### config.mk
export PLATFORM = sky130hd
export DESIGN_NAME = obi2axi_lite_flat
export DESIGN_NICKNAME = d
export VERILOG_FILES = /design/src/rtl/obi2axi_lite_pkg.sv /design/src/rtl/obi2axi_lite_if.sv /design/src/rtl/obi2axi_wr_tracker.sv /design/src/rtl/obi2axi_lite.sv /design/src/flat_wrapper.sv
export SDC_FILE = /design/constraint.sdc
export NUM_CORES = 1
export LEC_CHECK = 0
export BUFFER_PORTS_ARGS = -buffer_cell sky130_fd_sc_hd__buf_2
export CAP_MARGIN = 20
export CORE_ASPECT_RATIO = 0.6
export CORE_MARGIN = 10
export CORE_UTILIZATION = 45
export DETAILED_ROUTE_END_ITERATION = 6
export HOLD_SLACK_MARGIN = 0.15
export MAX_ROUTING_LAYER = met4
export PLACE_DENSITY = 0.86
export SLEW_MARGIN = 20
export SYNTH_ARGS = -nofsm -noshare
export SYNTH_HDL_FRONTEND = slang
export SYNTH_HIERARCHICAL = 1
export SYNTH_SLANG_ARGS = --single-unit
### constraint.sdc
create_clock -name m00_axi_aclk -period 2.68 [get_ports m00_axi_aclk]
set_clock_uncertainty 0.05 [all_clocks]
set_input_delay 0.402 -clock m00_axi_aclk [delete_from_list [all_inputs] [get_ports m00_axi_aclk]]
set_output_delay 0.402 -clock m00_axi_aclk [all_outputs]
set_load 0.1 [all_outputs]
### src/rtl/obi2axi_lite_pkg.sv
// Shared types and constants for the OBI -> AXI4-Lite master bridge.
// Contents:
//   state_e        - bridge FSM states
//   AXI_RESP_OKAY  - AXI response code treated as success
//   obi_req_t      - OBI request bundle (kept for later reuse)
//   obi_resp_t     - OBI response bundle (kept for later reuse)
package obi2axi_pkg;

  typedef enum logic [2:0] {
    ST_IDLE,
    ST_WR,
    ST_WR_B,
    ST_RD_AR,
    ST_RD_R,
    ST_RESP
  } state_e;

  localparam logic [1:0] AXI_RESP_OKAY = 2'b00;

  typedef struct packed {
    logic        req;
    logic [31:0] addr;
    logic        we;
    logic [3:0]  be;
    logic [31:0] wdata;
  } obi_req_t;

  typedef struct packed {
    logic        gnt;
    logic        rvalid;
    logic [31:0] rdata;
    logic        err;
  } obi_resp_t;

endpackage

### src/rtl/obi2axi_lite_if.sv
// Bus interfaces of the OBI -> AXI4-Lite bridge.
//   obi_if      - OBI data port. master = core side, slave = bridge side.
//                 req/addr/we/be/wdata flow to the slave; gnt/rvalid/rdata/err flow back.
//   axi_lite_if - AXI4-Lite link. master = bridge side, slave = link endpoint.
//                 AW/W/AR valid+payload and B/R ready come from the master.
interface obi_if #(
  parameter int AddrWidth = 32
);
  logic                 data_req_i;
  logic                 data_gnt_o;
  logic [AddrWidth-1:0] data_addr_i;
  logic                 data_we_i;
  logic [3:0]           data_be_i;
  logic [31:0]          data_wdata_i;
  logic                 data_rvalid_o;
  logic [31:0]          data_rdata_o;
  logic                 data_err_o;

  modport master (
    output data_req_i, data_addr_i, data_we_i, data_be_i, data_wdata_i,
    input  data_gnt_o, data_rvalid_o, data_rdata_o, data_err_o
  );

  modport slave (
    input  data_req_i, data_addr_i, data_we_i, data_be_i, data_wdata_i,
    output data_gnt_o, data_rvalid_o, data_rdata_o, data_err_o
  );
endinterface

interface axi_lite_if #(
  parameter int AddrWidth = 32
);
  logic [AddrWidth-1:0] m00_axi_awaddr;
  logic [2:0]           m00_axi_awprot;
  logic                 m00_axi_awvalid;
  logic                 m00_axi_awready;
  logic [31:0]          m00_axi_wdata;
  logic [3:0]           m00_axi_wstrb;
  logic                 m00_axi_wvalid;
  logic                 m00_axi_wready;
  logic [1:0]           m00_axi_bresp;
  logic                 m00_axi_bvalid;
  logic                 m00_axi_bready;
  logic [AddrWidth-1:0] m00_axi_araddr;
  logic [2:0]           m00_axi_arprot;
  logic                 m00_axi_arvalid;
  logic                 m00_axi_arready;
  logic [31:0]          m00_axi_rdata;
  logic [1:0]           m00_axi_rresp;
  logic                 m00_axi_rvalid;
  logic                 m00_axi_rready;

  modport master (
    output m00_axi_awaddr, m00_axi_awprot, m00_axi_awvalid,
    input  m00_axi_awready,
    output m00_axi_wdata, m00_axi_wstrb, m00_axi_wvalid,
    input  m00_axi_wready,
    input  m00_axi_bresp, m00_axi_bvalid,
    output m00_axi_bready,
    output m00_axi_araddr, m00_axi_arprot, m00_axi_arvalid,
    input  m00_axi_arready,
    input  m00_axi_rdata, m00_axi_rresp, m00_axi_rvalid,
    output m00_axi_rready
  );

  modport slave (
    input  m00_axi_awaddr, m00_axi_awprot, m00_axi_awvalid,
    output m00_axi_awready,
    input  m00_axi_wdata, m00_axi_wstrb, m00_axi_wvalid,
    output m00_axi_wready,
    output m00_axi_bresp, m00_axi_bvalid,
    input  m00_axi_bready,
    input  m00_axi_araddr, m00_axi_arprot, m00_axi_arvalid,
    output m00_axi_arready,
    output m00_axi_rdata, m00_axi_rresp, m00_axi_rvalid,
    input  m00_axi_rready
  );
endinterface

### src/rtl/obi2axi_wr_tracker.sv
// Tracks the AW and W channels of one AXI-Lite write independently.
// Ports:
//   clk, rst_n - clock, async active-low reset
//   active     - bridge is in its AW+W phase
//   awready    - AXI AW ready from the slave
//   wready     - AXI W ready from the slave
//   awvalid    - AXI AW valid (held until its own handshake)
//   wvalid     - AXI W valid (held until its own handshake)
//   done       - both channels have handshaken (possibly this cycle)
module obi2axi_wr_tracker (
  input  logic clk,
  input  logic rst_n,
  input  logic active,
  input  logic awready,
  input  logic wready,
  output logic awvalid,
  output logic wvalid,
  output logic done
);

  logic aw_done_q;
  logic w_done_q;
  logic aw_hs;
  logic w_hs;

  // Valids depend only on registered state, never on the ready inputs.
  assign awvalid = active & ~aw_done_q;
  assign wvalid  = active & ~w_done_q;
  assign aw_hs   = awvalid & awready;
  assign w_hs    = wvalid & wready;
  assign done    = active & (aw_done_q | aw_hs) & (w_done_q | w_hs);

  // Flags are sticky per channel and cleared together when the phase ends,
  // so they are already clear for the next write.
  always_ff @(posedge clk or negedge rst_n) begin
    if (!rst_n) begin
      aw_done_q <= 1'b0;
      w_done_q  <= 1'b0;
    end else if (done) begin
      aw_done_q <= 1'b0;
      w_done_q  <= 1'b0;
    end else begin
      if (aw_hs) aw_done_q <= 1'b1;
      if (w_hs)  w_done_q  <= 1'b1;
    end
  end

endmodule

### src/rtl/obi2axi_lite.sv
// OBI slave -> AXI4-Lite master bridge, single outstanding transaction, 32-bit data.
// Ports:
//   m00_axi_aclk    - clock
//   m00_axi_aresetn - async active-low reset
//   obi             - OBI data port (slave side)
//   axi             - AXI4-Lite link (master side)
// Parameters:
//   AddrWidth - OBI/AXI address width
//   DataWidth - must be 32
//   AxProt    - constant driven on awprot/arprot
module obi2axi_lite
  import obi2axi_pkg::*;
#(
  parameter int         AddrWidth = 32,
  parameter int         DataWidth = 32,
  parameter logic [2:0] AxProt    = 3'b000
) (
  input  logic            m00_axi_aclk,
  input  logic            m00_axi_aresetn,
  obi_if.slave            obi,
  axi_lite_if.master      axi
);

  if (DataWidth != 32) begin : g_bad_width
    $error("obi2axi_lite: only DataWidth=32 is supported");
  end

  state_e               state_q, state_d;
  logic [AddrWidth-1:0] addr_q;
  logic [3:0]           be_q;
  logic [31:0]          wdata_q;
  logic [31:0]          rdata_q;
  logic                 err_q;
  logic                 wr_done;
  logic                 accept;

  // A request is accepted only while idle; gnt simply mirrors req there.
  assign accept = (state_q == ST_IDLE) & obi.data_req_i;

  obi2axi_wr_tracker u_wr_tracker (
    .clk     (m00_axi_aclk),
    .rst_n   (m00_axi_aresetn),
    .active  (state_q == ST_WR),
    .awready (axi.m00_axi_awready),
    .wready  (axi.m00_axi_wready),
    .awvalid (axi.m00_axi_awvalid),
    .wvalid  (axi.m00_axi_wvalid),
    .done    (wr_done)
  );

  always_ff @(posedge m00_axi_aclk or negedge m00_axi_aresetn) begin
    if (!m00_axi_aresetn) state_q <= ST_IDLE;
    else                  state_q <= state_d;
  end

  always_comb begin
    state_d = state_q;
    unique case (state_q)
      ST_IDLE:  if (obi.data_req_i) state_d = obi.data_we_i ? ST_WR : ST_RD_AR;
      ST_WR:    if (wr_done) state_d = ST_WR_B;
      ST_WR_B:  if (axi.m00_axi_bvalid) state_d = ST_RESP;
      ST_RD_AR: if (axi.m00_axi_arready) state_d = ST_RD_R;
      ST_RD_R:  if (axi.m00_axi_rvalid) state_d = ST_RESP;
      ST_RESP:  state_d = ST_IDLE;
      default:  state_d = ST_IDLE;
    endcase
  end

  // Request attributes are captured at grant; the response is captured
  // when the B or R beat is accepted. Writes return zero read data.
  always_ff @(posedge m00_axi_aclk or negedge m00_axi_aresetn) begin
    if (!m00_axi_aresetn) begin
      addr_q  <= '0;
      be_q    <= '0;
      wdata_q <= '0;
      rdata_q <= '0;
      err_q   <= 1'b0;
    end else begin
      if (accept) begin
        addr_q  <= obi.data_addr_i;
        be_q    <= obi.data_be_i;
        wdata_q <= obi.data_wdata_i;
      end
      if ((state_q == ST_WR_B) && axi.m00_axi_bvalid) begin
        rdata_q <= '0;
        err_q   <= (axi.m00_axi_bresp != AXI_RESP_OKAY);
      end
      if ((state_q == ST_RD_R) && axi.m00_axi_rvalid) begin
        rdata_q <= axi.m00_axi_rdata;
        err_q   <= (axi.m00_axi_rresp != AXI_RESP_OKAY);
      end
    end
  end

  assign obi.data_gnt_o    = accept;
  assign obi.data_rvalid_o = (state_q == ST_RESP);
  assign obi.data_rdata_o  = (state_q == ST_RESP) ? rdata_q : '0;
  assign obi.data_err_o    = (state_q == ST_RESP) & err_q;

  assign axi.m00_axi_awaddr  = addr_q;
  assign axi.m00_axi_awprot  = AxProt;
  assign axi.m00_axi_wdata   = wdata_q;
  assign axi.m00_axi_wstrb   = be_q;
  assign axi.m00_axi_bready  = (state_q == ST_WR_B);
  assign axi.m00_axi_araddr  = addr_q;
  assign axi.m00_axi_arprot  = AxProt;
  assign axi.m00_axi_arvalid = (state_q == ST_RD_AR);
  assign axi.m00_axi_rready  = (state_q == ST_RD_R);

endmodule

### src/flat_wrapper.sv
// flat-port wrapper written by rule: the top's interface ports become plain ports
module obi2axi_lite_flat import obi2axi_pkg::*;
#(
  parameter int         AddrWidth = 32,
  parameter int         DataWidth = 32,
  parameter logic [2:0] AxProt    = 3'b000
)
  (m00_axi_aclk, m00_axi_aresetn, obi_data_req_i, obi_data_addr_i, obi_data_we_i, obi_data_be_i, obi_data_wdata_i, obi_data_gnt_o, obi_data_rvalid_o, obi_data_rdata_o, obi_data_err_o, axi_m00_axi_awaddr, axi_m00_axi_awprot, axi_m00_axi_awvalid, axi_m00_axi_awready, axi_m00_axi_wdata, axi_m00_axi_wstrb, axi_m00_axi_wvalid, axi_m00_axi_wready, axi_m00_axi_bresp, axi_m00_axi_bvalid, axi_m00_axi_bready, axi_m00_axi_araddr, axi_m00_axi_arprot, axi_m00_axi_arvalid, axi_m00_axi_arready, axi_m00_axi_rdata, axi_m00_axi_rresp, axi_m00_axi_rvalid, axi_m00_axi_rready);
  obi_if #(.AddrWidth(AddrWidth)) obi_i ();
  axi_lite_if #(.AddrWidth(AddrWidth)) axi_i ();
  input  logic m00_axi_aclk;
  input  logic m00_axi_aresetn;
  input wire logic [$bits(obi_i.data_req_i)-1:0] obi_data_req_i;
  input wire logic [$bits(obi_i.data_addr_i)-1:0] obi_data_addr_i;
  input wire logic [$bits(obi_i.data_we_i)-1:0] obi_data_we_i;
  input wire logic [$bits(obi_i.data_be_i)-1:0] obi_data_be_i;
  input wire logic [$bits(obi_i.data_wdata_i)-1:0] obi_data_wdata_i;
  output wire logic [$bits(obi_i.data_gnt_o)-1:0] obi_data_gnt_o;
  output wire logic [$bits(obi_i.data_rvalid_o)-1:0] obi_data_rvalid_o;
  output wire logic [$bits(obi_i.data_rdata_o)-1:0] obi_data_rdata_o;
  output wire logic [$bits(obi_i.data_err_o)-1:0] obi_data_err_o;
  output wire logic [$bits(axi_i.m00_axi_awaddr)-1:0] axi_m00_axi_awaddr;
  output wire logic [$bits(axi_i.m00_axi_awprot)-1:0] axi_m00_axi_awprot;
  output wire logic [$bits(axi_i.m00_axi_awvalid)-1:0] axi_m00_axi_awvalid;
  input wire logic [$bits(axi_i.m00_axi_awready)-1:0] axi_m00_axi_awready;
  output wire logic [$bits(axi_i.m00_axi_wdata)-1:0] axi_m00_axi_wdata;
  output wire logic [$bits(axi_i.m00_axi_wstrb)-1:0] axi_m00_axi_wstrb;
  output wire logic [$bits(axi_i.m00_axi_wvalid)-1:0] axi_m00_axi_wvalid;
  input wire logic [$bits(axi_i.m00_axi_wready)-1:0] axi_m00_axi_wready;
  input wire logic [$bits(axi_i.m00_axi_bresp)-1:0] axi_m00_axi_bresp;
  input wire logic [$bits(axi_i.m00_axi_bvalid)-1:0] axi_m00_axi_bvalid;
  output wire logic [$bits(axi_i.m00_axi_bready)-1:0] axi_m00_axi_bready;
  output wire logic [$bits(axi_i.m00_axi_araddr)-1:0] axi_m00_axi_araddr;
  output wire logic [$bits(axi_i.m00_axi_arprot)-1:0] axi_m00_axi_arprot;
  output wire logic [$bits(axi_i.m00_axi_arvalid)-1:0] axi_m00_axi_arvalid;
  input wire logic [$bits(axi_i.m00_axi_arready)-1:0] axi_m00_axi_arready;
  input wire logic [$bits(axi_i.m00_axi_rdata)-1:0] axi_m00_axi_rdata;
  input wire logic [$bits(axi_i.m00_axi_rresp)-1:0] axi_m00_axi_rresp;
  input wire logic [$bits(axi_i.m00_axi_rvalid)-1:0] axi_m00_axi_rvalid;
  output wire logic [$bits(axi_i.m00_axi_rready)-1:0] axi_m00_axi_rready;
  assign obi_i.data_req_i = obi_data_req_i;
  assign obi_i.data_addr_i = obi_data_addr_i;
  assign obi_i.data_we_i = obi_data_we_i;
  assign obi_i.data_be_i = obi_data_be_i;
  assign obi_i.data_wdata_i = obi_data_wdata_i;
  assign obi_data_gnt_o = obi_i.data_gnt_o;
  assign obi_data_rvalid_o = obi_i.data_rvalid_o;
  assign obi_data_rdata_o = obi_i.data_rdata_o;
  assign obi_data_err_o = obi_i.data_err_o;
  assign axi_m00_axi_awaddr = axi_i.m00_axi_awaddr;
  assign axi_m00_axi_awprot = axi_i.m00_axi_awprot;
  assign axi_m00_axi_awvalid = axi_i.m00_axi_awvalid;
  assign axi_i.m00_axi_awready = axi_m00_axi_awready;
  assign axi_m00_axi_wdata = axi_i.m00_axi_wdata;
  assign axi_m00_axi_wstrb = axi_i.m00_axi_wstrb;
  assign axi_m00_axi_wvalid = axi_i.m00_axi_wvalid;
  assign axi_i.m00_axi_wready = axi_m00_axi_wready;
  assign axi_i.m00_axi_bresp = axi_m00_axi_bresp;
  assign axi_i.m00_axi_bvalid = axi_m00_axi_bvalid;
  assign axi_m00_axi_bready = axi_i.m00_axi_bready;
  assign axi_m00_axi_araddr = axi_i.m00_axi_araddr;
  assign axi_m00_axi_arprot = axi_i.m00_axi_arprot;
  assign axi_m00_axi_arvalid = axi_i.m00_axi_arvalid;
  assign axi_i.m00_axi_arready = axi_m00_axi_arready;
  assign axi_i.m00_axi_rdata = axi_m00_axi_rdata;
  assign axi_i.m00_axi_rresp = axi_m00_axi_rresp;
  assign axi_i.m00_axi_rvalid = axi_m00_axi_rvalid;
  assign axi_m00_axi_rready = axi_i.m00_axi_rready;
  obi2axi_lite #(.AddrWidth(AddrWidth), .DataWidth(DataWidth), .AxProt(AxProt)) u_core (.m00_axi_aclk(m00_axi_aclk), .m00_axi_aresetn(m00_axi_aresetn), .obi(obi_i), .axi(axi_i));
endmodule
## After elaboration in Yosys (flattened, before gate mapping)

Cells that the tools add are included.

| operators by class | value |
|---|---|
| eq/ne operators | 10 |
| mux-type cells | 16 |
| bitwise gates (word level) | 12 |
| reductions and logical operators | 9 |

Operators by type and width:

| operator | number |
|---|---|
| $mux W32 | 3 |
| $mux W3 | 5 |
| $pmux W3 S5 | 1 |
| $reduce_bool A2 Y1 | 5 |
| $and A1 B1 Y1 | 8 |
| $eq A3 B2 Y1 const B | 2 |
| $eq A3 B3 Y1 const B | 2 |
| $mux W1 | 6 |
| $ne A2 B2 Y1 const B | 3 |
| $reduce_and A5 Y1 | 1 |
| $ne A2 B1 Y1 const B | 2 |
| $eq A3 B1 Y1 const B | 1 |
| $logic_not A3 Y1 | 1 |
| $logic_and A1 B1 Y1 | 2 |
| $mux W2 | 1 |
| $not A1 Y1 | 2 |
| $or A1 B1 Y1 | 2 |

| storage, ports and cells | value |
|---|---|
| bits in registers | 106 |
| input port bits | 113 |
| output and inout bits | 146 |
| logic and storage cells | 55 |

## Logic depth before layout (Yosys ltp)

Gate-level depths: netlist of the first run.

| depth | value |
|---|---|
| word-level depth | 8 |
| gate-level depth with buffers | 7 |
| gate-level depth less buffers | 7 |

## By module

The synthesis of the first run kept the hierarchy.

By module, submodules not included:

| module | times used | cells an instance | area each (um^2) | seq. area each (um^2) |
|---|---|---|---|---|
| obi2axi_lite | 1 | 328 | 4504.3 | 2602.5 |
| obi2axi_wr_tracker | 1 | 11 | 102.6 | 50.0 |

## Least setup slack after synthesis of the first run

Ideal clock, no wire load.

| path | value |
|---|---|
| path kind | register -> output |
| start point | reg u_core.state_q[1] |
| end point | out obi_data_rdata_o[22] |
| data arrival time | 2.745 ns |
| required time | 2.228 ns |
| path slack | -0.517 ns |
| cell stages (with the launch flop) | 6 |
| buffers on the path | 2 |
| cell sequence | dfrtp_1 buf_4 nand2b_1 nor2_1 clkbuf_1 and2_1 |

| on the way | value |
|---|---|
| word-level cells in the longest chain between the ends | 2 |

Ends and longest elaborated chain:

| element | RTL line | text |
|---|---|---|
| start: declaration | obi2axi_lite.sv:28 | `state_e state_q, state_d;` |
| start signal: assignment | obi2axi_lite.sv:53 | `else state_q <= state_d;` |
| $eq A3 B3 Y1 | - |  |
| named net obi_data_rvalid_o | flat_wrapper.sv:19 | `output wire logic [$bits(obi_i.data_rvalid_o)-1:0] obi_data_rvalid_o;` |
| $mux W32 | obi2axi_lite.sv:97 | `assign obi.data_rdata_o = (state_q == ST_RESP) ? rdata_q : '0;` |
| end: declaration | flat_wrapper.sv:20 | `output wire logic [$bits(obi_i.data_rdata_o)-1:0] obi_data_rdata_o;` |

The timed path passes the listed nets, and every way through them passes these cells.

## Worst setup path in the final report of the first run

| path | value |
|---|---|
| start point | reg u_core.state_q[1] |
| end point | out axi_m00_axi_awvalid |

| on the way | value |
|---|---|
| word-level cells in the longest chain between the ends | 2 |

Ends and longest elaborated chain:

| element | RTL line | text |
|---|---|---|
| $eq A3 B1 Y1 | obi2axi_lite.sv:43 | `.active (state_q == ST_WR),` |
| $and A1 B1 Y1 | obi2axi_wr_tracker.sv:27 | `assign awvalid = active & ~aw_done_q;` |
| end: declaration | flat_wrapper.sv:24 | `output wire logic [$bits(axi_i.m00_axi_awvalid)-1:0] axi_m00_axi_awvalid;` |

Every way passes these cells.

==> impl_summary.log, run 1 <==
INFO  metric post_synth.cell_area_avg = 13.6 sq um
INFO  metric clock_pin_slew_on_the_worst_setup_and_hold_paths = 70 ps
INFO  metric design.final.nets = 673
INFO  metric post_synth_xor_area_fraction = 0%
INFO  metric row_count = 28
INFO  metric grt_first_pass_wirelength = 21.6 mm
INFO  metric yosys_register_bits = 106
INFO  metric cts_tree = yes
INFO  metric flow.area_growth_from_synthesis = 43.6%
INFO  metric vias = 3456
INFO  metric cp-end-kind = primary output
INFO  metric start_util = 46.5%
INFO  metric clockBufferDepth = 2
INFO  metric routed_wire_length_per_instance = 20.2 um
INFO  metric die_y_extent = 98.4 um
INFO  metric final_cell_area = 0.00661 sq mm
INFO  metric setup_total_negative_slack = 0 ps
INFO  metric finalHoldViolations = 0
INFO  metric cap_viol_max_count = 0
INFO  metric detailed_place_hpwl = 11.3 mm
INFO  metric synthTopCellsByArea = sky130_fd_sc_hd__dfrtp_1, sky130_fd_sc_hd__mux2_2, sky130_fd_sc_hd__buf_4
INFO  metric synthMostInstantiatedCell = sky130_fd_sc_hd__dfrtp_1
INFO  metric post-cts-setup-buffer-count = 0
INFO  metric die_area = 0.0148 sq mm
INFO  metric diodes = 0
INFO  metric drtPass1Iterations = 4
INFO  metric post_cts_hold_buffer_count = 1
INFO  metric status = finished clean
INFO  metric ctsRootBufferMaster = sky130_fd_sc_hd__clkbuf_16
INFO  metric clk_latency_worst_skew_pair = 330 ps
INFO  metric cp_data_arrival_time = 2060 ps
INFO  metric postSynth.topFlopCell = sky130_fd_sc_hd__dfrtp_1
INFO  metric final.period_utilization = 93.6%
INFO  metric grt_start_max_net_pins = 50
INFO  metric floorplan.io_pins = 259
INFO  metric drc = 0
INFO  metric synth_compound_area_share = 8.07%
INFO  metric ys.warnings.count = 6
INFO  metric grt_antenna_before_repair = 0
INFO  metric initialDrtViolationCount = 168
INFO  metric dpl-instance-area = 0.00630 sq mm
INFO  metric synthTopCellsByCount = sky130_fd_sc_hd__dfrtp_1, sky130_fd_sc_hd__mux2_2, sky130_fd_sc_hd__buf_4
INFO  metric final-setup-viol-count = 0
INFO  metric ys_async_sr_fraction = 100%
INFO  metric timing.setup.critical_path_class = register to primary output
INFO  metric first_global_vias = 3822
INFO  metric post_route_cells_drive_above_1_share = 64.2%
INFO  metric worst-slew-pin-transition = 575 ps
INFO  metric final.fill_count = 742
INFO  metric fraction_of_synthesized_cell_area_taken_by_the_top_area_cell_type = 57.6%
INFO  metric synthesis.instances = 339
INFO  metric worst_setup_start_kind = register
INFO  metric floorplan.die.width = 151 um
INFO  metric timing_max_transition_violations_final = 0
INFO  metric core-area = 0.00991 sq mm
INFO  metric worstPathRequired = 2230 ps
INFO  metric vias_per_std_cell = 4.94
INFO  metric maxClockFrequency = 398 MHz
INFO  metric grt_util_all_layers = 18.9%
INFO  metric timing.hold.worst.class = primary input to register
INFO  metric gr-total-overflow = 0
INFO  metric htree_num_levels = 3
INFO  metric place_congestion = 0.901
INFO  metric critical_path_maximum_fanout = 10
INFO  metric syn_area = 0.00461 sq mm
INFO  metric post-synth-top-area-cell = sky130_fd_sc_hd__dfrtp_1
INFO  metric synth_fa_ha_area_share = 0%
INFO  metric final_period_minus_worst_setup_slack = 2510 ps
INFO  metric setup_repair_after_global_routing_missed_its_margin = no
INFO  metric wl = 14.1 mm
INFO  metric yosys.cell_types.count = 29
INFO  metric cts_inserted_buffers = 9
INFO  metric clock_sinks = 106
INFO  metric synth-simple-area-share = 7.14%
INFO  metric buffer_ports.inserted = 252
INFO  metric synth.area.mux_share = 17.8%
INFO  metric synth_seq_area_share = 57.6%
INFO  metric cts_repair_resize_count = 0
INFO  metric ant_nets = 0
INFO  metric synth_enable_flop_cells = 0
INFO  metric combinational_family_with_the_most_area_after_synthesis = multiplexers
INFO  metric slew-limit-headroom = 61.4%
[through the flow]
stage / std cells / utilization, % / hold slack [ps] / setup slack, ps
after floorplan: 344 / - / 56.4 / -37.6
after global placement: 683 / 63.5 / 361 / 666
after detailed placement: 683 / 63.5 / 376 / 582
after CTS: 700 / 66.7 / 218 / 187
after global routing: 700 / 66.7 / 216 / 48.6
final: 700 / 66.7 / 232 / 170
[cells in the final DEF, fill, tap and decap left out, types with 2 or more instances in the layout]
cell                        instances
sky130_fd_sc_hd__mux2_4             9
sky130_fd_sc_hd__mux2_2            60
sky130_fd_sc_hd__o21ai_0            3
sky130_fd_sc_hd__and2_2             8
sky130_fd_sc_hd__nor3_1             2
sky130_fd_sc_hd__conb_1             6
sky130_fd_sc_hd__nand2b_1           2
sky130_fd_sc_hd__a21oi_1            5
sky130_fd_sc_hd__and2_1            25
sky130_fd_sc_hd__nor2b_2            2
sky130_fd_sc_hd__nor2_2             3
sky130_fd_sc_hd__inv_6              2
sky130_fd_sc_hd__buf_2            216
sky130_fd_sc_hd__buf_4             10
sky130_fd_sc_hd__dfrtp_1          106
sky130_fd_sc_hd__clkbuf_16          9
sky130_fd_sc_hd__nor2_1             8
sky130_fd_sc_hd__o21a_1             3
sky130_fd_sc_hd__buf_12            37
sky130_fd_sc_hd__o22ai_1            2
sky130_fd_sc_hd__a22o_1            32
[cell type report]
cell class / instances / area (sq um) / share of cell area (%)
multi-input cells: 178 / 1580 / 23.9
flip-flops and latches: 106 / 2650 / 40.1
repair buffers: 264 / 1910 / 28.8
clock buffers: 11 / 243 / 3.67
clock inverters: 5 / 61.3 / 0.927
inverters: 1 / 3.75 / 0.0568
well taps: 135 / 169 / 2.55
[critical path: stages (launching register included)]
cell,delay [ps]
sky130_fd_sc_hd__dfrtp_1,500
sky130_fd_sc_hd__nor3_1,550
sky130_fd_sc_hd__nor2b_2,240
sky130_fd_sc_hd__buf_2,430
[registers in the layout (all words and copies together), names as in the netlist]
name,flops
u_core/err_q,1
u_core/axi.m00_axi_araddr,32
u_core/u_wr_tracker/aw_done_q,1
u_core/u_wr_tracker/w_done_q,1
u_core/axi.m00_axi_wdata,32
u_core/axi.m00_axi_wstrb,4
u_core/state_q,3
u_core/rdata_q,32
[cell families after synthesis]
family | Yosys count
AO/OA/AOI/OAI | 47
buffers and inverters | 60
flip-flops | 106
multiplexers | 70
other | 1
AND/OR/NAND/NOR | 55
[routing by layer]
| metal | global-route usage, % | part of all wire, % | vias up |
|---|---|---|---|
| li1 | - | - | 1576 |
| met1 | 19.6 | 36 | 1700 |
| met3 | 8.62 | 11 | 16 |
| met5 | - | 0 | - |
| met4 | 4.05 | 1.2 | 0 |
| met2 | 32.5 | 51 | 164 |
[final timing paths]
check                                                    from                                      end  slack, ps  depth (start not counted)
min in group asynchronous                     m00_axi_aresetn  u_core/axi.m00_axi_wstrb[2]$_DFFE_PN0P_        580                          2
worst min register to register  u_core/rdata_q[5]$_DFFE_PN0P_            u_core/rdata_q[5]$_DFFE_PN0P_        440                          1
worst min-delay path                    axi_m00_axi_rdata[17]           u_core/rdata_q[17]$_DFFE_PN0P_        230                          2
worst max-delay path            u_core/state_q[1]$_DFFE_PN0P_                      axi_m00_axi_awvalid        170                          3
worst max register to register  u_core/state_q[1]$_DFFE_PN0P_  u_core/axi.m00_axi_wdata[3]$_DFFE_PN0P_        700                          4
max in group asynchronous                     m00_axi_aresetn           u_core/rdata_q[14]$_DFFE_PN0P_       1350                          3
Power of run 1 is not shown: default switching activity piles up to over one toggle a cycle in this logic, so the estimate is an artifact.
==> inputs of run 2 (changes only) <==
Settings changed: CELL_PAD_IN_SITES_DETAIL_PLACEMENT set to 1, CELL_PAD_IN_SITES_GLOBAL_PLACEMENT set to 1, CORE_UTILIZATION 45 to 36, PLACE_DENSITY 0.86 to 0.9.
==> impl_summary.log, run 2 (same netlist as run 1, synthesis figures left out) <==
INFO  metric status = finished clean
INFO  metric final.setup.worst_slack = 206 ps (+35.4 ps)
INFO  metric non_filler_cells_final = 731 (+4.4%)
INFO  metric post-cts-setup-buffer-count = 0 (unchanged)
INFO  metric layout.cells.most_common = sky130_fd_sc_hd__buf_2
INFO  metric die_area = 0.0179 sq mm (+21%)
INFO  metric cts_repair_resize_count = 0 (unchanged)
INFO  metric grt_start_max_net_pins = 54 (+8.0%)
INFO  metric routed_wire_length_per_instance = 20.8 um (+3.3%)
INFO  metric clk_latency_worst_skew_pair = 340 ps (about the same)
INFO  metric die_y_extent = 108 um (+9.4%)
INFO  metric commonest_non_fill_non_tap_cells_in_the_layout = sky130_fd_sc_hd__buf_2, sky130_fd_sc_hd__dfrtp_1, sky130_fd_sc_hd__mux2_2, sky130_fd_sc_hd__buf_12, sky130_fd_sc_hd__a22o_1
INFO  metric initialDrtViolationCount = 98 (-42%)
INFO  metric grt_util_all_layers = 16.7% (-2.2 points)
INFO  metric worstPathRequired = 2230 ps (about the same)
INFO  metric cap_viol_max_count = 0 (unchanged)
INFO  metric final_period_minus_worst_setup_slack = 2470 ps (-35.4 ps)
INFO  metric place_congestion = 0.887 (-1.6%)
INFO  metric rr_worst_depth = 4 (unchanged)
INFO  metric timing.setup.critical_path_class = register to primary output
INFO  metric worst-slew-pin-transition = 748 ps (+173 ps)
INFO  metric gr-total-overflow = 0 (unchanged)
INFO  metric final.fill_count = 1302 (+75%)
INFO  metric detailed_place_hpwl = 12.5 mm (+11%)
INFO  metric post-place-ws = 558 ps (-24.0 ps)
INFO  metric cp-endpoint = axi_m00_axi_wvalid
INFO  metric flow.area_growth_from_synthesis = 44.4%
INFO  metric critical_path.reg2reg.startpoint = u_core/state_q[1]$_DFFE_PN0P_
INFO  metric timing.hold.worst.class = primary input to register
INFO  metric vias_per_std_cell = 4.75 (-3.7%)
INFO  metric cts_tree = yes
INFO  metric cts_inserted_buffers = 9 (unchanged)
INFO  metric row_count = 31 (+11%)
INFO  metric r2r_slack = 630 ps (-70 ps)
INFO  metric htree_num_levels = 3 (unchanged)
INFO  metric drtPass1Iterations = 4 (unchanged)
INFO  metric floorplan.die.width = 166 um (+10%)
INFO  metric finalHoldViolations = 0 (unchanged)
INFO  metric clock_pin_slew_on_the_worst_setup_and_hold_paths = 80 ps (about the same)
INFO  metric placed_cells_incl_taps = 713 (+4.4%)
INFO  metric cp-end-kind = primary output
INFO  metric start_util = 37.5% (-9.0 points)
INFO  metric slew-limit-headroom = 50.0% (-11 points)
INFO  metric core-area = 0.0123 sq mm (+24%)
INFO  metric grt_antenna_before_repair = 1 (+1)
INFO  metric cp_data_arrival_time = 2020 ps (-40 ps)
INFO  metric buffer_ports.inserted = 252 (unchanged)
INFO  metric post_cts_hold_buffer_count = 1 (unchanged)
INFO  metric final.period_utilization = 92.3% (-1.3 points)
INFO  metric maxClockFrequency = 404 MHz (+1.4%)
INFO  metric worst_setup_start_kind = register
INFO  metric clock_sinks = 106 (unchanged)
INFO  metric critical_path_maximum_fanout = 10 (unchanged)
INFO  metric timing_max_transition_violations_final = 0 (unchanged)
INFO  metric vias = 3475 (+0.55%)
INFO  metric r2r-end = u_core/axi.m00_axi_araddr[12]$_DFFE_PN0P_
INFO  metric drc = 0 (unchanged)
INFO  metric first_global_vias = 4043 (+5.8%)
INFO  metric grt_first_pass_wirelength = 23.1 mm (+6.9%)
INFO  metric post_route_cells_drive_above_1_share = 64.2% (unchanged)
INFO  metric ctsRootBufferMaster = sky130_fd_sc_hd__clkbuf_16
INFO  metric setup_repair_after_global_routing_missed_its_margin = no
INFO  metric crit_path_start = u_core/state_q[1]$_DFFE_PN0P_
INFO  metric ant_nets = 0 (unchanged)
INFO  metric clockBufferDepth = 2 (unchanged)
INFO  metric wl = 15.2 mm (+7.9%)
INFO  metric floorplan.io_pins = 259 (unchanged)
INFO  metric final-setup-viol-count = 0 (unchanged)
INFO  metric design.final.nets = 673 (unchanged)
-- run 2: changes by cell type in the layout (fill, tap and decap cells not counted), sizes merged --
cell      delta
bufinv       -1
clkinvlp     +1
clkinv       +1
diode        +1
inv          +1
clkbuf       -2
-- run 2: worst min-delay path by stage --
stage / slack [ps] / startpoint / cells past startpoint / end
after floorplan: 60 / m00_axi_aresetn / 0 / u_core/axi.m00_axi_araddr[0]$_DFFE_PN0P_
after global placement: 330 / m00_axi_aresetn / 1 / u_core/rdata_q[28]$_DFFE_PN0P_
after detailed placement: 350 / m00_axi_aresetn / 1 / u_core/rdata_q[24]$_DFFE_PN0P_
after CTS: 220 / axi_m00_axi_rdata[17] / 2 / u_core/rdata_q[17]$_DFFE_PN0P_
after global routing: 220 / obi_data_wdata_i[25] / 2 / u_core/axi.m00_axi_wdata[25]$_DFFE_PN0P_
final: 230 / axi_m00_axi_rdata[17] / 2 / u_core/rdata_q[17]$_DFFE_PN0P_
-- run 2: per-layer routing --
metal / global-route usage, % / up-vias / share of wire (%)
met5: - / - / 0
met4: 2.08 / 0 / 0.41
met3: 7.33 / 8 / 9.0
met2: 30.8 / 141 / 55
met1: 16.5 / 1746 / 36
li1: - / 1580 / -
-- run 2: cell type report --
type	instances	area [sq um]	share of cell area [%]
clock inverter	7	72.6	1.09
clock buffer	9	225	3.39
tap	165	206	3.10
sequential	106	2650	39.9
inverter	1	3.75	0.0564
antenna	1	2.50	0.0376
timing repair buffer	264	1910	28.7
multi-input combinational	178	1580	23.8
-- run 2: per-stage QoR --
step / hold slack (ps) / util, % / cell area (sq um) / TNS [ps]
after global routing: 215 / 54.1 / 6650 / 0
after detailed placement: 354 / 51.6 / 6340 / 0
final: 230 / 54.1 / 6650 / 0
after CTS: 216 / 54.1 / 6650 / 0
after global placement: 332 / 51.5 / 6330 / 0
after floorplan: 56.4 / - / 4640 / -37.6
-- run 2: critical path, stage by stage, from the launching register on --
cell and delay, ps:
sky130_fd_sc_hd__dfrtp_1 510, sky130_fd_sc_hd__nor3_1 520, sky130_fd_sc_hd__nor2b_2 230, sky130_fd_sc_hd__buf_2 430
Power of run 2 is left out for the same reason.
==> inputs of run 3 (changes only) <==
Settings changed: ABC_AREA set to 1, CORE_UTILIZATION 36 to 33, PLACE_DENSITY 0.9 to 0.89.
==> impl_summary.log, run 3 <==
INFO  metric grt_start_max_net_pins = 69 (+28%)
INFO  metric htree_num_levels = 3 (unchanged)
INFO  metric buffer_ports.inserted = 252 (unchanged)
INFO  metric ant_nets = 0 (unchanged)
INFO  metric maxClockFrequency = 396 MHz (-2.0%)
INFO  metric die_area = 0.0197 sq mm (+10%)
INFO  metric setup_repair_after_global_routing_missed_its_margin = no
INFO  metric rr_worst_depth = 11 (+7)
INFO  metric post-synth-top-area-cell = sky130_fd_sc_hd__dfrtp_1
INFO  metric worst_setup_start_kind = register
INFO  metric grt_first_pass_wirelength = 26.6 mm (+15%)
INFO  metric postSynth.topFlopCell = sky130_fd_sc_hd__dfrtp_1
INFO  metric timing.hold.worst.class = primary input to register
INFO  metric final_period_minus_worst_setup_slack = 2530 ps (+50.9 ps)
INFO  metric place_congestion = 0.796 (-10%)
INFO  metric wl = 16.6 mm (+9.0%)
INFO  metric ys_async_sr_fraction = 100% (unchanged)
INFO  metric min_delay_path_depth = 3 (+1)
INFO  metric holdWs = 200 ps (-29.5 ps)
INFO  metric start_util = 34.2% (-3.2 points)
INFO  metric slowest_cell_on_crit_path = sky130_fd_sc_hd__inv_4
INFO  metric final.period_utilization = 94.2% (+1.9 points)
INFO  metric routed_wire_length_per_instance = 16.9 um (-19%)
INFO  metric post_synth.cell_area_avg = 8.31 sq um (-39%)
INFO  metric cap_viol_max_count = 0 (unchanged)
INFO  metric commonest_non_fill_non_tap_cells_in_the_layout = sky130_fd_sc_hd__nand2_1, sky130_fd_sc_hd__buf_2, sky130_fd_sc_hd__dfrtp_1, sky130_fd_sc_hd__inv_1, sky130_fd_sc_hd__o21ai_0
INFO  metric core-area = 0.0138 sq mm (+12%)
INFO  metric floorplan.io_pins = 259 (unchanged)
INFO  metric crit_path_cell_trace = inv_2 > nor3_4 > inv_4 > nor2_4 > buf_2
INFO  metric status = finished clean
INFO  metric grt_antenna_before_repair = 1 (unchanged)
INFO  metric yosys_register_bits = 106 (unchanged)
INFO  metric worstPathRequired = 2230 ps (about the same)
INFO  metric r2r_slack = 610 ps (-20 ps)
INFO  metric final-setup-viol-count = 0 (unchanged)
INFO  metric clock_sinks = 106 (unchanged)
INFO  metric clk_latency_worst_skew_pair = 340 ps (about the same)
INFO  metric drtPass1Iterations = 4 (unchanged)
INFO  metric cp_data_arrival_time = 2070 ps (+50 ps)
INFO  metric cp-end-kind = primary output
INFO  metric slew-limit-headroom = 40.0% (-10 points)
INFO  metric delay_of_the_slowest_cell_on_the_worst_path = 640 ps (+120 ps)
INFO  metric initialDrtViolationCount = 265 (+170%)
INFO  metric vias_per_std_cell = 4.41 (-7.2%)
INFO  metric critical_path.reg2reg.startpoint = u_core/state_q[1]$_DFFE_PN0P_
INFO  metric first_global_vias = 4721 (+17%)
INFO  metric synthMostInstantiatedCell = sky130_fd_sc_hd__nand2_1
INFO  metric cts_inserted_buffers = 9 (unchanged)
INFO  metric min_to = u_core/axi.m00_axi_araddr[29]$_DFFE_PN0P_
INFO  metric yosys.cell_types.count = 23 (-21%)
INFO  metric clockBufferDepth = 2 (unchanged)
INFO  metric drc = 0 (unchanged)
INFO  metric detailed_place_hpwl = 13.2 mm (+6.0%)
INFO  metric row_count = 33 (+6.5%)
INFO  metric die_y_extent = 113 um (+4.8%)
INFO  metric flow.area_growth_from_synthesis = 36.1%
INFO  metric critical_path_maximum_fanout = 33 (+23)
INFO  metric ys.warnings.count = 6 (unchanged)
INFO  metric synth_enable_flop_cells = 0 (unchanged)
INFO  metric cts_tree = yes
INFO  metric post_route_cells_drive_above_1_share = 42.1% (-22 points)
INFO  metric grt_util_all_layers = 16.9% (+0.26 points)
INFO  metric ctsRootBufferMaster = sky130_fd_sc_hd__clkbuf_16
INFO  metric worst-slew-pin-transition = 900 ps (+153 ps)
INFO  metric design.final.nets = 897 (+33%)
INFO  metric timing.setup.critical_path_class = register to primary output
INFO  metric synth_seq_area_share = 56.0% (-1.6 points)
INFO  metric synthTopCellsByCount = sky130_fd_sc_hd__nand2_1, sky130_fd_sc_hd__dfrtp_1, sky130_fd_sc_hd__inv_1
INFO  metric vias = 4333 (+25%)
INFO  metric synthTopCellsByArea = sky130_fd_sc_hd__dfrtp_1, sky130_fd_sc_hd__nand2_1, sky130_fd_sc_hd__buf_4
INFO  metric floorplan.die.width = 175 um (+5.2%)
INFO  metric fraction_of_synthesized_cell_area_taken_by_the_top_area_cell_type = 56.0% (-1.6 points)
INFO  metric synthesis.instances = 570 (+68%)
INFO  metric finalHoldViolations = 0 (unchanged)
INFO  metric r2r-end = u_core/state_q[0]$_DFFE_PN0P_
INFO  metric syn_area = 0.00474 sq mm (+2.8%)
INFO  metric clock_pin_slew_on_the_worst_setup_and_hold_paths = 70 ps (about the same)
INFO  metric gr-total-overflow = 0 (unchanged)
INFO  metric layout.cells.most_common = sky130_fd_sc_hd__nand2_1
INFO  metric timing_max_transition_violations_final = 0 (unchanged)
INFO  metric worstHoldStart = obi_data_addr_i[29]
[run 3: routing by layer]
layer  vias to the layer above  wire length (um)  global-route usage (%)
met5                         -                 0                       -
met4                         0               133                    3.09
met3                        11               963                    4.48
met2                       143              8110                    27.7
met1                      2091              7410                    20.9
li1                       2088                 -                       -
[run 3: area by class of cell]
type,instances,area (sq um)
fill,1734,7390
sequential,106,2660
multi-input combinational,356,1700
timing repair buffer,259,1350
clock buffer,11,253
tap,192,240
inverter,52,198
clock inverter,5,45.0
antenna,1,2.50
[run 3: how the worst max path moves through the flow]
stage / start / end / slack [ps] / cells after the start
global route: u_core/state_q[0]$_DFFE_PN0P_ / obi_data_rdata_o[8] / 5 / 5
CTS: u_core/state_q[1]$_DFFE_PN0P_ / axi_m00_axi_awvalid / 130 / 6
global placement: u_core/state_q[0]$_DFFE_PN0P_ / obi_data_rdata_o[11] / 580 / 5
finish: u_core/state_q[0]$_DFFE_PN0P_ / obi_data_rdata_o[11] / 150 / 5
detailed placement: u_core/state_q[1]$_DFFE_PN0P_ / axi_m00_axi_awvalid / 510 / 6
floorplan: u_core/state_q[1]$_DFFE_PN0P_ / obi_data_err_o / -80 / 3
[run 3: what timing repair did]
item,CTS,global route
gates resized for setup,0,2
hold endpoints to repair,41,0
endpoints found under the setup margin,0,2
setup buffers,0,0
hold buffers,1,0
[run 3: logic make-up after synthesis]
group           share of synthesized area, %
flops                                   56.0
simple gates                            26.0
compound gates                          4.28
buf+inv                                 13.7
other cells                           0.0792
[run 3: worst max-delay path: cells and delay by family (launching register included)]
kind	cells	cell delay (ps)
flops	1	470
simple gates	2	110
buf+inv	3	1120
[run 3: stage by stage]
stage	instance area (sq um)	utilization [%]	instances	setup slack, ps	setup TNS (ps)
floorplan	5020	-	575	-82.3	-247
global placement	6130	44.3	964	578	0
detailed placement	6130	44.3	964	509	0
CTS	6440	46.5	981	126	0
global route	6440	46.6	982	4.59	0
finish	6440	46.6	982	155	0
Power of run 3 is left out for the same reason.
